==> src/rtl/spi_slave.sv <==
// SPI mode 1 (CPOL=0, CPHA=1) responder: oversampled SCK/SS/MOSI, one-deep tx holding
// register, received words strobed out on rx_data/rx_valid.
//
// state     | meaning
// WAIT_IDLE | after reset; waits for a settled, deasserted SS so no frame is joined mid-word
// IDLE      | SS high, MISO parked low
// SHIFT     | frame active: tx on rising SCK, rx on falling SCK
module spi_slave #(
  parameter int DATA_BITS   = 8,
  parameter bit LSBF        = 1'b0,
  parameter int SYNC_STAGES = 2
) (
  input  logic                 clk,
  input  logic                 reset,
  input  logic                 SCK,
  input  logic                 SS,
  input  logic                 MOSI,
  output logic                 MISO,
  output logic                 miso_oe,
  input  logic [DATA_BITS-1:0] tx_data,
  input  logic                 tx_valid,
  output logic                 tx_ready,
  output logic [DATA_BITS-1:0] rx_data,
  output logic                 rx_valid,
  output logic                 frame_active,
  output logic [5:0]           word_count,
  output logic                 underrun,
  output logic                 frame_error
);

  localparam int CW = $clog2(DATA_BITS + 1);

  typedef enum logic [1:0] {WAIT_IDLE, IDLE, SHIFT} state_t;

  state_t state, state_next;

  logic [SYNC_STAGES-1:0] sck_sync, ss_sync, mosi_sync, fill;
  logic                   sck_d, sck_rise_q, sck_fall_q;
  logic                   sck_s, ss_s, mosi_s, sync_ok;

  logic [CW-1:0]          bit_cnt;
  logic [DATA_BITS-1:0]   tx_shift, rx_shift, rx_next, hold;
  logic                   full;

  assign sck_s   = sck_sync[SYNC_STAGES-1];
  assign ss_s    = ss_sync[SYNC_STAGES-1];
  assign mosi_s  = mosi_sync[SYNC_STAGES-1];
  // The SS reset value of 1 is not a real sample; fill marks when the chain holds live data.
  assign sync_ok = fill[SYNC_STAGES-1];

  always_ff @(posedge clk) begin
    if (reset) begin
      sck_sync   <= '0;
      ss_sync    <= '1;
      mosi_sync  <= '0;
      fill       <= '0;
      sck_d      <= 1'b0;
      sck_rise_q <= 1'b0;
      sck_fall_q <= 1'b0;
    end else begin
      sck_sync   <= {sck_sync[SYNC_STAGES-2:0], SCK};
      ss_sync    <= {ss_sync[SYNC_STAGES-2:0], SS};
      mosi_sync  <= {mosi_sync[SYNC_STAGES-2:0], MOSI};
      fill       <= {fill[SYNC_STAGES-2:0], 1'b1};
      sck_d      <= sck_s;
      sck_rise_q <= sck_s & ~sck_d;
      sck_fall_q <= ~sck_s & sck_d;
    end
  end

  always_ff @(posedge clk) begin
    if (reset) state <= WAIT_IDLE;
    else       state <= state_next;
  end

  always_comb begin
    state_next = state;
    case (state)
      WAIT_IDLE: if (sync_ok && ss_s) state_next = IDLE;
      IDLE:      if (!ss_s)           state_next = SHIFT;
      SHIFT:     if (ss_s)            state_next = IDLE;
      default:                        state_next = WAIT_IDLE;
    endcase
  end

  assign rx_next = LSBF ? {mosi_s, rx_shift[DATA_BITS-1:1]}
                        : {rx_shift[DATA_BITS-2:0], mosi_s};

  always_ff @(posedge clk) begin
    if (reset) begin
      bit_cnt     <= '0;
      tx_shift    <= '0;
      rx_shift    <= '0;
      hold        <= '0;
      full        <= 1'b0;
      MISO        <= 1'b0;
      rx_data     <= '0;
      rx_valid    <= 1'b0;
      word_count  <= '0;
      underrun    <= 1'b0;
      frame_error <= 1'b0;
    end else begin
      rx_valid    <= 1'b0;
      underrun    <= 1'b0;
      frame_error <= 1'b0;

      // Accept and consume are exclusive: accept needs empty, consume needs full.
      if (tx_valid && !full) begin
        hold <= tx_data;
        full <= 1'b1;
      end

      case (state)
        IDLE: begin
          MISO <= 1'b0;
          if (!ss_s) begin
            bit_cnt    <= '0;
            word_count <= '0;
          end
        end
        SHIFT: begin
          if (ss_s) begin
            MISO    <= 1'b0;
            bit_cnt <= '0;
            if (bit_cnt != '0) frame_error <= 1'b1;
          end else begin
            if (sck_rise_q) begin
              if (bit_cnt == '0) begin
                if (full) begin
                  tx_shift <= hold;
                  full     <= 1'b0;
                  MISO     <= LSBF ? hold[0] : hold[DATA_BITS-1];
                end else begin
                  tx_shift <= '0;
                  MISO     <= 1'b0;
                  underrun <= 1'b1;
                end
              end else begin
                tx_shift <= LSBF ? (tx_shift >> 1) : (tx_shift << 1);
                MISO     <= LSBF ? tx_shift[1] : tx_shift[DATA_BITS-2];
              end
            end
            if (sck_fall_q) begin
              rx_shift <= rx_next;
              if (bit_cnt == CW'(DATA_BITS - 1)) begin
                rx_data  <= rx_next;
                rx_valid <= 1'b1;
                bit_cnt  <= '0;
                if (word_count != 6'd63) word_count <= word_count + 6'd1;
              end else begin
                bit_cnt <= bit_cnt + CW'(1);
              end
            end
          end
        end
        default: MISO <= 1'b0;
      endcase
    end
  end

  assign tx_ready     = ~full;
  assign miso_oe      = (state == SHIFT);
  assign frame_active = (state == SHIFT) && !ss_s;

endmodule

==> config.mk <==
export PLATFORM = sky130hd
export DESIGN_NAME = spi_slave
export DESIGN_NICKNAME = d
export VERILOG_FILES = /design/src/rtl/spi_slave.sv
export SDC_FILE = /design/constraint.sdc
export NUM_CORES = 1
export LEC_CHECK = 0
export CAP_MARGIN = 20
export CORE_MARGIN = 1.5
export CORE_UTILIZATION = 41
export CTS_BUF_LIST = sky130_fd_sc_hd__clkbuf_4
export DETAILED_ROUTE_END_ITERATION = 7
export PLACE_DENSITY = 0.64
export SYNTH_ARGS = -nofsm -noshare
export SYNTH_HDL_FRONTEND = slang
export SYNTH_SLANG_ARGS = --single-unit
export TNS_END_PERCENT = 10
==> constraint.sdc <==
create_clock -name clk -period 1.85 [get_ports clk]
set_input_delay 0.37 -clock clk [delete_from_list [all_inputs] [get_ports clk]]
set_output_delay 0.37 -clock clk [all_outputs]
set_load 0.005 [all_outputs]
# After elaboration in Yosys (flattened, before gate mapping)
# Cells that the tools add are included.
op_classes:
  addsub: 2
  n_mul: 0
  div: 0
  magnitude_cmp: 0
  n_eq_ne: 12
  shift: 0
  n_mux: 29
  n_bitwise: 10
  n_reduce_logical: 19
ops:
  columns: ["cell", "n"]
  rows:
  - ["6-bit two-way mux", 5]
  - ["4-bit two-way mux", 4]
  - ["7-bit two-way mux", 2]
  - ["1-bit two-way mux", 12]
  - ["6-bit one-hot mux with 2 select lines", 1]
  - ["3-bit AND reduction", 4]
  - ["2-bit by 1-bit != test with 1-bit output, second input constant", 4]
  - ["1-bit NOT", 8]
  - ["4-bit one-hot mux with 2 select lines", 1]
  - ["6-bit by 1-bit adder with 6-bit output, second input constant", 1]
  - ["2-bit two-way mux", 3]
  - ["2-bit != test, second input constant", 3]
  - ["6-bit != test, second input constant", 1]
  - ["2-bit one-hot mux with 3 select lines", 1]
  - ["6-bit AND reduction", 1]
  - ["3-bit OR reduction", 2]
  - ["5-bit OR reduction", 1]
  - ["4-bit by 1-bit adder with 4-bit output, second input constant", 1]
  - ["4-bit by 3-bit == test with 1-bit output, second input constant", 1]
  - ["4-bit zero test", 1]
  - ["4-bit AND reduction", 1]
  - ["4-bit nonzero test", 1]
  - ["4-bit OR reduction", 1]
  - ["1-bit logical AND", 3]
  - ["7 further kinds", 9]
word_totals:
  regBits: 58
  latch_bits: 0
  mem_bits_rw: 0
  mem_bits_ro: 0
  mem_count: 0

# Longest topological paths before layout
logic_depth:
  depth_word: 8
  ltp_mapped: 9
  ltp_nobuf: 7

# Least setup slack after synthesis
# No wires, ideal clock.
synth_timing:
  path_type: "reg-to-reg"
  startpoint: "register state[0]"
  endpoint: "register word_count[5]"
  arrival_ns: 1.603
  path_slack_ns: 0.156
  path_stages_with_launch: 8
  path_buffers: 1
  synth_period_minus_slack_ns: 1.694
  cell_sequence: "dfxtp_1 > inv_1 > ha_1 > a21bo_2 > buf_2 > nor4_2 > nor2_1 > a311oi_1"
synth_via:
  elab_chain_cells: 3
synth_lines:
  columns: ["item", "line_no", "rtl"]
  rows:
  - ["start: declaration", "35", "state_t state, state_next;"]
  - ["start signal: assignment", "73", "else state <= state_next;"]
  - ["2-bit == test or 2-bit by 1-bit == test with 1-bit output (tied branches)", "113", "case (state)"]
  - ["2-bit by 1-bit != test with 1-bit output (no line), or another cell as far along", null, null]
  - ["6-bit AND reduction (no line)", null, null]
  - ["end signal: assignment", "149", "if (word_count != 6'd63) word_count <= word_count + 6'd1;"]
  - ["end: declaration", "26", "output logic [5:0] word_count,"]
# Several ways; a longest one is shown, not always the timed one.
# A chain may end at the register's enable or synchronous reset.

# Final worst setup path
layout_timing:
  startpoint: "register state[1]"
  endpoint: "register word_count[5]"
# Same word-level chain as after synthesis.

==> flow_summary.json <==
{
  "route.met2.wl_mm": 2.23,
  "intPower_w": 0.00207,
  "grt_pass1_wl_mm": 8.55,
  "path_delay_family": "compound AO/OA/AOI/OAI gates",
  "yosysTopAreaCellShare_pct": 48.4,
  "grtUsageTotal_pct": 17.4,
  "power_w": 0.00286,
  "seq_area_um2": 1160,
  "grt_max_degree": 22,
  "routed.top_layer": "met4",
  "synth_fp_nets": 289,
  "relSlewSlack_pct": 76.3,
  "yosysWarnings": 0,
  "layout.nets": 334,
  "h-tree-depth": 3,
  "hold_end": "rx_data[0]",
  "peakVddDrop_mv": 0.710,
  "synth-edff-count": 0,
  "insertion_delay_ns": 0.40,
  "r2r_cells": 6,
  "ys_seq_area_share_pct": 48.4,
  "synth.largest_area_cell": "dfxtp_1",
  "cts_max_path_buffers": 2,
  "required_ns": 2.16,
  "num_antenna_cells": 0,
  "critPathBufInv": 1,
  "cts_tree": "yes",
  "r2r_start": "state[1]",
  "start_util_pct": 43.1,
  "ys_ff_latch": 58,
  "overflow": 0,
  "setup-tns-final_ns": 0,
  "dr_wl_met3_um": 255,
  "core_um2": 5570,
  "io_buffer_count": 34,
  "placed_area_um2": 2850,
  "drive_gt1_share_pct": 14.8,
  "drv_cap": 0,
  "p_clk_share_pct": 37.3,
  "worstSetupPathType": "reg -> reg",
  "hold_path.class": "in -> reg",
  "rsz0062_at_grt": "no",
  "cp_data_arrival_time_ns": 2.04,
  "cts.sinks": 58,
  "fillCellCount": 494,
  "tightest_slew_ns": 0.352,
  "cpPeakStageDelay_ns": 0.37,
  "die_y_um": 79.5,
  "end_kind": "register",
  "synth-async-reset-ratio_pct": 0,
  "fin_crit_sh_pct": 93.6,
  "slowest_stage": "dfxtp_2",
  "hold_violations": 0,
  "rows": 27,
  "fmax_ghz": 0.578,
  "setup_violations": 0,
  "r2r-end": "word_count[5]",
  "finalInstanceArea_um2": 3040,
  "drcViolationCount": 0,
  "cts_root_buf": "clkbuf_4",
  "path_max_fanout": 10,
  "worstHoldStart": "reset",
  "wirelength_mm": 4.95,
  "finClkSkew_ns": 0.00766,
  "powerDensity_nw_per_um2": 939,
  "crit_path_start_kind": "register",
  "min_delay_path_depth": 2,
  "p_sw_share_pct": 27.5,
  "clkSlewWorstSetupHoldPaths_ns": 0.11,
  "rrSetupSlack_ns": 0.12,
  "fp.dieW_um": 79.5,
  "report.final.slew_viol_count": 0,
  "first_pass_iters": 4,
  "path_cells": "inv_1 > ha_1 > a21bo_2 > nor4_2 > nor2_1 > a311oi_1",
  "wire_per_inst_um": 12.7,
  "syn2layout_area_growth_pct": 26.7,
  "first_global_vias": 1864,
  "dp_hpwl_mm": 3.42,
  "ys_types": 46,
  "synth_area_um2": 2400,
  "combinationalPowerShare_pct": 16.7,
  "m1WireLength_mm": 2.39,
  "drtIter0Drc": 84,
  "viasPerCell": 5.21,
  "status": "finished, final reports clean",
  "ant_nets": 0,
  "ys_top_cells_by_area": "dfxtp_1 (48%), nand2_1 (7.0%), mux2i_1 (4.6%)",
  "dieArea_um2": 6320,
  "cts_made_buffers": 9,
  "gp_congestion": 0.853,
  "min_period_ns": 1.73,
  "vias": 2027,
  "avgSynthCellArea_um2": 8.99,
  "syn_inst": 267,
  "p_leak_nw": 1.12,
  "power_frac_seq_pct": 46.0,
  "antenna_found_initial": 0,
  "pin_count": 35,
  "ys.flop_type": "dfxtp_1",
  "multiInputGateArea_um2": 1150,
  "switchingPower_w": 0.000785
}
==> placed cells by master, fill, tap and decap left out, drive strengths merged, types with 2 or more instances in the layout <==
cell and count:
nand4 2, nand4b 3, clkinv 3, and3 3, or2 2, nor2b 10, clkdlybuf4s50 31, o211ai 2
nor3 4, a21oi 21, nand3 11, nor3b 2, nand2 45, nor2 29, o21ai 4, nand2b 2
nor4 2, bufinv 2, inv 8, a32oi 2, dfxtp 58, mux2i 11, ha 8, buf 16
and3b 2, a311oi 7, and2 3, clkbuf 9
==> state kept, by name (all words and copies together) (netlist names) <==
| register | flops |
|---|---|
| sck_rise_q | 1 |
| bit_cnt | 4 |
| rx_data | 8 |
| fill | 2 |
| rx_valid | 1 |
| sck_sync | 2 |
| full | 1 |
| MISO | 1 |
| ss_sync | 2 |
| word_count | 6 |
| underrun | 1 |
| state | 2 |
| rx_shift | 7 |
| frame_error | 1 |
| mosi_sync | 2 |
| hold | 8 |
| sck_d | 1 |
| sck_fall_q | 1 |
| tx_shift | 7 |
==> kinds of logic after synthesis <==
group,synth area share (%)
and+or+nand+nor,25.3
AOI/OAI and AO/OA,13.4
DFF,48.4
buffers and inverters,3.70
adders and majority gates,4.17
muxes,5.05
==> Yosys cell counts, drive strengths merged (2+ instances only) <==
| cell type | instances |
|---|---|
| a21oi | 21 |
| a311oi | 7 |
| a32oi | 2 |
| and2 | 3 |
| and3 | 3 |
| and3b | 2 |
| buf | 6 |
| clkbuf | 8 |
| dfxtp | 58 |
| ha | 8 |
| inv | 7 |
| mux2i | 11 |
| nand2 | 45 |
| nand2b | 2 |
| nand3 | 11 |
| nand4 | 2 |
| nand4b | 3 |
| nor2 | 29 |
| nor2b | 10 |
| nor3 | 4 |
| nor3b | 2 |
| nor4 | 2 |
| o211ai | 2 |
| o21ai | 4 |
| or2 | 2 |
==> power by group through the flow <==
stage                     registers [W]  logic, W  clock network, W
after floorplan                 0.00134  0.000310                 0
after global placement          0.00134  0.000429                 0
after detailed placement        0.00135  0.000442                 0
after CTS                       0.00131  0.000475           0.00110
after global routing            0.00132  0.000530           0.00117
final                           0.00131  0.000478           0.00107
==> timing repair <==
item / CTS / global route
endpoints found under the setup margin: 2 / 0
resized for setup: 10 / 0
hold buffers: 0 / 0
setup buffers: 2 / 0
==> per-layer routing <==
| layer | vias up | track usage, % |
|---|---|---|
| li1 | 1016 | - |
| met1 | 941 | 23.0 |
| met2 | 59 | 25.6 |
| met3 | 11 | 6.51 |
| met4 | 0 | 6.67 |
| met5 | - | 0 |
==> worst max path at each step <==
stage	startpoint	to	slack [ns]	cells past startpoint
after detailed placement	state[0]	word_count[5]	0.09	6
final	state[1]	word_count[5]	0.12	6
after CTS	state[0]	frame_active	0.09	6
after global routing	state[0]	frame_active	0.02	6
after global placement	state[0]	word_count[5]	0.17	6
after floorplan	state[0]	word_count[5]	0.16	7
==> cell type report <==
cell class                 count  share of cell area (%)
timing repair buffer          48                    14.4
clock buffer                   9                    2.22
tap                           72                    2.96
clock inverter                 7                    3.37
multi-input combinational    188                    37.9
inverter                       7                   0.864
sequential                    58                    38.3
==> through the flow <==
step,cells,util (%),hold WS (ns),worst slack [ns]
finish,389,54.6,0.300,0.119
global route,389,54.6,0.281,0.0191
CTS,389,54.6,0.267,0.0898
detailed placement,371,51.2,0.399,0.0947
global placement,371,51.2,0.393,0.168
floorplan,267,-,0.383,0.156
(Power assumes the default switching activity.)
